### config.mk
export PLATFORM = sky130hd
export DESIGN_NAME = fifo_param_sync
export DESIGN_NICKNAME = d
export VERILOG_FILES = /design/src/rtl/fifo_param_sync.sv
export SDC_FILE = /design/constraint.sdc
export NUM_CORES = 1
export LEC_CHECK = 0
export CAP_MARGIN = 10
export CELL_PAD_IN_SITES_DETAIL_PLACEMENT = 2
export CELL_PAD_IN_SITES_GLOBAL_PLACEMENT = 2
export CORE_MARGIN = 3
export CORE_UTILIZATION = 23
export DETAILED_ROUTE_END_ITERATION = 10
export PLACE_DENSITY_LB_ADDON = 0.1
export SYNTH_ARGS = -nofsm -noshare
export SYNTH_HDL_FRONTEND = slang
export SYNTH_SLANG_ARGS = --single-unit
### constraint.sdc
create_clock -name clk -period 8.4 [get_ports clk]
set_input_delay 1.68 -clock clk [delete_from_list [all_inputs] [get_ports clk]]
set_output_delay 1.68 -clock clk [all_outputs]
set_load 0.02 [all_outputs]
### src/rtl/fifo_param_sync.sv
// fifo_param_sync: parametrised single-clock FIFO with occupancy, thresholds, flush and sticky errors
module fifo_param_sync #(
  parameter int DATA_WIDTH = 64,
  parameter int DEPTH = 4,
  parameter int AF_THRESH = 3,
  parameter int AE_THRESH = 1,
  localparam int CW = $clog2(DEPTH + 1)
) (
  input  logic                  clk,
  input  logic                  reset_n,
  input  logic                  data_in_valid,
  input  logic [DATA_WIDTH-1:0] data_in,
  input  logic                  pop_fifo,
  input  logic                  flush,
  input  logic                  clear_err,
  output logic [DATA_WIDTH-1:0] data_out,
  output logic                  data_out_valid,
  output logic                  fifo_full,
  output logic                  fifo_empty,
  output logic                  almost_full,
  output logic                  almost_empty,
  output logic [CW-1:0]         count,
  output logic                  overflow_err,
  output logic                  underflow_err
);
  localparam int PW = $clog2(DEPTH);
  logic [DATA_WIDTH-1:0] r_mem [DEPTH];
  logic [PW-1:0] r_wr_ptr, r_rd_ptr;
  logic [CW-1:0] r_count;
  logic [DATA_WIDTH-1:0] r_data_out;
  logic r_dov, r_ovf, r_unf;
  logic w_rd, w_wr, w_rd_go, w_wr_go, w_ovf, w_unf;
  logic [PW-1:0] w_wr_inc, w_rd_inc;
  assign fifo_full = r_count == CW'(DEPTH);
  assign fifo_empty = r_count == '0;
  assign almost_full = r_count >= CW'(AF_THRESH);
  assign almost_empty = r_count <= CW'(AE_THRESH);
  assign count = r_count;
  assign data_out = r_data_out;
  assign data_out_valid = r_dov;
  assign overflow_err = r_ovf;
  assign underflow_err = r_unf;
  assign w_rd = pop_fifo & ~fifo_empty;
  assign w_wr = data_in_valid & (~fifo_full | w_rd);
  assign w_rd_go = w_rd & ~flush;
  assign w_wr_go = w_wr & ~flush;
  assign w_ovf = data_in_valid & fifo_full & ~w_rd & ~flush;
  assign w_unf = pop_fifo & fifo_empty & ~flush;
  assign w_wr_inc = (r_wr_ptr == PW'(DEPTH - 1)) ? '0 : r_wr_ptr + PW'(1);
  assign w_rd_inc = (r_rd_ptr == PW'(DEPTH - 1)) ? '0 : r_rd_ptr + PW'(1);
  always_ff @(posedge clk)
    if (w_wr_go) r_mem[r_wr_ptr] <= data_in;
  always_ff @(posedge clk or negedge reset_n)
    if (!reset_n) begin
      r_wr_ptr <= '0;
      r_rd_ptr <= '0;
      r_count <= '0;
      r_data_out <= '0;
      r_dov <= 1'b0;
      r_ovf <= 1'b0;
      r_unf <= 1'b0;
    end else begin
      r_dov <= w_rd_go;
      if (w_rd_go) r_data_out <= r_mem[r_rd_ptr];
      r_wr_ptr <= flush ? '0 : w_wr_go ? w_wr_inc : r_wr_ptr;
      r_rd_ptr <= flush ? '0 : w_rd_go ? w_rd_inc : r_rd_ptr;
      r_count <= flush ? '0 :
                 (w_wr_go & ~w_rd_go) ? r_count + CW'(1) :
                 (w_rd_go & ~w_wr_go) ? r_count - CW'(1) : r_count;
      r_ovf <= w_ovf | (r_ovf & ~clear_err);
      r_unf <= w_unf | (r_unf & ~clear_err);
    end
endmodule

==> reports/metrics.yaml, run 1 <==
clkSinkCount: 330
startpoint_type: "primary input"
clk_latency_ns: 0.53
grt.overflow.total: 0
end_kind: "register"
place.gp.congestion: 0.659
routed_via_density: 4.08
postCtsHoldBufs: 0
synth-async-reset-ratio_pct: 22.4
min_to: "data_out[41]"
power_density_nw_per_um2: 326
maxCapViolCount: 0
die_y_um: 238
fmax_ghz: 0.249
ys_ff_latch: 330
crit_buf_inv: 2
h-tree-depth: 2
drt-total-wl_um: 30400
start_util_pct: 23.4
setup_tns_ns: 0
wire_per_inst_um: 21.1
yosys_warnings: 0
period_needed_ns: 4.01
cts-root-buf: "clkbuf_16"
yosysSeqAreaShare_pct: 77.4
cp_common_cell: "nor2b_1"
syn_avg_cell_area_um2: 22.4
worstPathRequired_ns: 8.55
drt_first_pass_iters: 4
ys_top_cells_by_area: "edfxtp_1, dfrtp_1, mux4_2"
synth_flop_cell: "edfxtp_1"
peakVddDrop_mv: 0.146
ios: 144
relSlewSlack_pct: 22.2
std_cell_rows: 84
port_buffers: 143
status: "finished clean"
reg2regPathDepth: 7
finalSetupViolCount: 0
grt_pass1_vias: 7069
synth_edf_count: 256
fp.dieW_um: 238
regToRegEndpoint: "r_mem[2][19]"
whs_path_depth: 1
rrSetupSlack_ns: 5.47
cp_cell_sequence: "clkdlybuf4s50_1, nor2b_1, nor2b_1, and2_4, buf_4"
hold_slack_ns: 0.491
ant_nets: 0
path_class: "primary input to register"
ys_top_cells_by_count: "edfxtp_1, dfrtp_1, mux4_2"
path_max_fanout: 36
synth_top_cell_area_share_pct: 62.4
yosysUniqueCellTypes: 32
coreArea_um2: 52800
cpPeakStageDelay_ns: 0.61
synthCells: 550
crit_family: "buffers and inverters"
holdCritStartpoint: "data_out[41]"
dr_total_vias: 5866
crit_slowest_cell: "clkdlybuf4s50_1"
yosysMostFrequentCell: "edfxtp_1"
die-area_um2: 56400
antenna_found_initial: 5
clock_skew_ns: 0.0161
fin_crit_sh_pct: 47.7
cts.repair.resized: 0
clkTransAtPathRegs_ns: 0.06
yosys.area.top_type: "edfxtp_1"
r2r_start: "count[0]"
numCtsBuffers: 39
worst_pin_slew_ns: 1.17
dr.first_iter.drc_count: 242
hold_violations: 0
track_usage_pct: 10.9
areaGrowthSynthToFinish_pct: 27.8
hp-class: "register to register"
final_max_slew_viol_count: 0
grt_setup_unrepaired: "no"
grt_pass1_wl_um: 45900
final_area_um2: 15800
place_hpwl_um: 18300
cts_tree: "yes"
syn_area_um2: 12300
post_cts_buffers: 0
clk_path_buf_depth: 3
syn_nets: 630
nets: 797
drive_gt1_share_pct: 26.2
utilization_pct: 29.9
worstPathArrival_ns: 4.16
placed_cell_area_um2: 14500
grt_max_degree: 67
drc: 0
fill_cells: 5348
power_leakage_nw: 5.18
[area by class of cell]
cell class | instances | area, um2 | area share (%)
clock inverters | 18 | 141 | 0.897
flip-flops and latches | 330 | 9550 | 60.6
diodes | 1 | 2.50 | 0.0159
clock buffers | 53 | 1090 | 6.92
well taps | 688 | 861 | 5.46
inverters | 10 | 37.5 | 0.238
repair buffers | 150 | 1480 | 9.40
multi-input cells | 186 | 2590 | 16.5
[kinds of logic after synthesis]
kind of cell / Yosys count / share of synthesized area [%]
buffers and inverters: 34 / 1.73
XOR/XNOR: 4 / 0.284
AND/OR/NAND/NOR: 29 / 1.27
flip-flops: 330 / 77.4
adder cells (fa/ha/maj): 10 / 1.01
AO/OA/AOI/OAI: 14 / 0.720
multiplexers: 129 / 17.6
[sequential cells by signal, summed over array words and instances (netlist names)]
name,flops
count,3
data_out_valid,1
overflow_err,1
r_mem,256
data_out,64
r_wr_ptr,2
r_rd_ptr,2
underflow_err,1
[report_power, final]
group / internal, W / total (W) / switching (W)
sequential: 0.00200 / 0.00218 / 0.000179
clock: 0.000971 / 0.00162 / 0.000651
combinational: 0.000700 / 0.00133 / 0.000627
total: 0.00367 / 0.00513 / 0.00146
[stage by stage]
stage | instances | power (W) | worst slack [ns]
floorplan | 550 | 0.00295 | 4.13
global placement | 1364 | 0.00356 | 3.86
detailed placement | 1364 | 0.00359 | 3.74
CTS | 1435 | 0.00525 | 4.29
global route | 1435 | 0.00540 | 4.13
finish | 1436 | 0.00513 | 4.39
[metal layers]
metal  global-route usage [%]  wire [um]  vias to the layer above
li1                         -          -                     2547
met1                     12.9      12200                     3140
met2                     19.5      15700                      120
met3                     3.04       1750                       51
met4                     3.13        639                        8
met5                        0         52                        -
[placed cells by master (no fill, tap or decap)]
cell	count
a2111o_1	1
a21oi_1	5
a221o_1	1
a31oi_1	1
and2_4	4
buf_4	8
bufinv_16	2
clkbuf_1	10
clkbuf_16	41
clkbuf_8	2
clkdlybuf4s50_1	142
clkinv_1	7
clkinv_2	5
clkinvlp_4	4
dfrtp_1	72
dfrtp_4	2
diode_2	1
edfxtp_1	256
ha_1	10
inv_1	9
inv_2	1
mux2_1	3
mux2_2	61
mux2i_1	1
mux4_2	64
nand2_1	5
nand2b_1	3
nand2b_4	1
nand3_1	2
nand3b_1	1
nor2_1	7
nor2_4	1
nor2b_1	3
nor3b_1	1
o21ai_0	1
o21ai_1	2
o22ai_1	1
o31ai_1	2
or3_1	1
xnor2_1	4
[worst max path at each step]
| stage | cells past startpoint | slack [ns] | from | end |
|---|---|---|---|---|
| 2_1_floorplan | 4 | 4.13 | flush | r_mem[0][0] |
| 3_3_place_gp | 5 | 3.86 | flush | r_mem[1][20] |
| 3_5_place_dp | 5 | 3.74 | flush | r_mem[2][57] |
| 4_1_cts | 5 | 4.29 | flush | r_mem[2][19] |
| 5_1_grt | 5 | 4.13 | flush | r_mem[1][18] |
| 6_report | 5 | 4.39 | flush | r_mem[2][19] |
Note: power is estimated with default switching activity, not from simulation.
==> inputs of run 2 (changes only) <==
==> constraint.sdc (replaced) <==
create_clock -name clk -period 3.6 [get_ports clk]
set_input_delay 0.72 -clock clk [delete_from_list [all_inputs] [get_ports clk]]
set_output_delay 0.72 -clock clk [all_outputs]
set_load 0.02 [all_outputs]
==> reports/metrics.yaml, run 2 (synthesis results as in run 1) <==
startpoint_type: "register"
path_max_fanout: 6  # -83%
wl_met3_um: 1570  # -11%
die_y_um: 238  # unchanged
critPathLaunch: "count[0]"
start_util_pct: 23.4  # unchanged
areaGrowthSynthToFinish_pct: 28.9
seq_area_um2: 9550  # unchanged
routed_via_density: 4.08  # about the same
largest-register: "r_mem"
worstPathRequired_ns: 2.88  # -5.67 ns
clock_skew_ns: 0.0204  # +0.00435 ns
antenna_found_initial: 4  # -1
layout_commonest_cell: "edfxtp_1"
largest_register_ffs: 256  # unchanged
clkTransAtPathRegs_ns: 0.06  # about the same
wire_per_inst_um: 21.4  # +1.2%
fill_cells: 5330  # -0.34%
fin_crit_sh_pct: 85.9
numCtsBuffers: 38  # -2.6%
mostFrequentLayoutCells: "edfxtp_1, clkdlybuf4s50_1, dfrtp_1, mux4_2, mux2_2"
clk_latency_ns: 0.54  # about the same
status: "finished clean"
grt_max_degree: 67  # unchanged
grt.overflow.total: 0  # unchanged
ant_nets: 0  # unchanged
coreArea_um2: 52800  # unchanged
worstPathArrival_ns: 2.37  # -1.79 ns
multiInputGateArea_um2: 2590  # unchanged
place_hpwl_um: 19200  # +4.8%
grt_setup_unrepaired: "no"
highest_layer: "met5"
cts_tree: "yes"
r2r_start: "r_rd_ptr[0]"
ios: 144  # unchanged
grt_pass1_wl_um: 46900  # +2.3%
path_class: "register to output port"
drt_first_pass_iters: 4  # unchanged
relSlewSlack_pct: 25.2  # +3.0 points
postCtsHoldBufs: 0  # unchanged
hp-class: "primary input to async pin"
drive_gt1_share_pct: 27.7  # +1.5 points
power_density_nw_per_um2: 754  # +130%
clkSinkCount: 330  # unchanged
met2RoutedLength_um: 15600  # -0.48%
post_cts_buffers: 0  # unchanged
hold_violations: 0  # unchanged
die-area_um2: 56400  # unchanged
met1Wirelength_um: 12800  # +4.8%
drt-total-wl_um: 30800  # +1.4%
end_kind: "output port"
fmax_ghz: 0.323
cts-root-buf: "clkbuf_16"
power_leakage_nw: 5.26  # +1.5%
std_cell_rows: 84  # unchanged
cts.repair.resized: 0  # unchanged
nets: 802  # +0.63%
maxCapViolCount: 0  # unchanged
setup_tns_ns: 0  # unchanged
h-tree-depth: 2  # unchanged
place.gp.congestion: 0.676  # +2.5%
fp.dieW_um: 238  # unchanged
worst_pin_slew_ns: 1.12  # -0.0446 ns
peakVddDrop_mv: 0.339  # +130%
clk_path_buf_depth: 3  # unchanged
track_usage_pct: 11.3  # +0.36 points
finalSetupViolCount: 0  # unchanged
grt_pass1_vias: 7103  # +0.48%
dr_total_vias: 5878  # +0.20%
final_max_slew_viol_count: 0  # unchanged
dr.first_iter.drc_count: 195  # -19%
port_buffers: 143  # unchanged
power_w: 0.0120  # +130%
drc: 0  # unchanged
period_needed_ns: 3.09
-- run 2: cell count changes in the layout (fill, tap and decap cells not counted), sizes merged --
cell	before	now
clkinvlp	4	1
clkbuf	53	50
inv	10	11
buf	8	14
clkinv	12	14
-- run 2: worst max-delay path: stages, from the launching register on --
cell and delay, ns:
dfrtp_1 0.42, inv_1 0.17, ha_1 0.35, nand2_1 0.20, inv_1 0.09, clkdlybuf4s50_1 0.61
-- run 2: through the flow --
step / cells / worst slack [ns] / util (%) / cell area (um2) / hold slack (ns)
after floorplan: 550 / 0.289 / - / 12300 / 0.424
after global placement: 1370 / 0.590 / 27.8 / 14700 / 0.490
after detailed placement: 1370 / 0.480 / 27.8 / 14700 / 0.485
after CTS: 1438 / 0.443 / 30.1 / 15900 / 0.268
after global routing: 1438 / 0.356 / 30.1 / 15900 / 0.299
final: 1439 / 0.506 / 30.1 / 15900 / 0.253
-- run 2: path summary, 6_finish.rpt --
| kind | to | cells after the start | slack, ns |
|---|---|---|---|
| max in group asynchronous | data_out[0] | 2 | 2.64 |
| hold reg to reg | data_out[59] | 1 | 0.50 |
| min in group clk | data_out[59] | 1 | 0.50 |
| hold / removal | data_out[57] | 1 | 0.25 |
| setup reg to reg | data_out[4] | 3 | 1.09 |
| setup / recovery | fifo_full | 5 | 0.51 |
-- run 2: power breakdown --
group / total [W] / switching, W / internal, W
Combinational: 0.00309 / 0.00143 / 0.00166
Clock: 0.00375 / 0.00150 / 0.00225
Sequential: 0.00513 / 0.000463 / 0.00467
-- run 2: layout make-up --
class | instances | area share [%]
timing repair buffer | 156 | 10.2
antenna | 1 | 0.0157
tap | 688 | 5.42
clock buffer | 50 | 6.78
sequential | 330 | 60.1
inverter | 10 | 0.236
multi-input combinational | 186 | 16.3
clock inverter | 18 | 0.898
-- run 2: routing by layer --
metal  vias to the layer above  global-route usage (%)
met2                       121                    19.5
met5                         -                       0
li1                       2546                       -
met3                        53                    3.07
met1                      3152                    13.7
met4                         6                    3.89
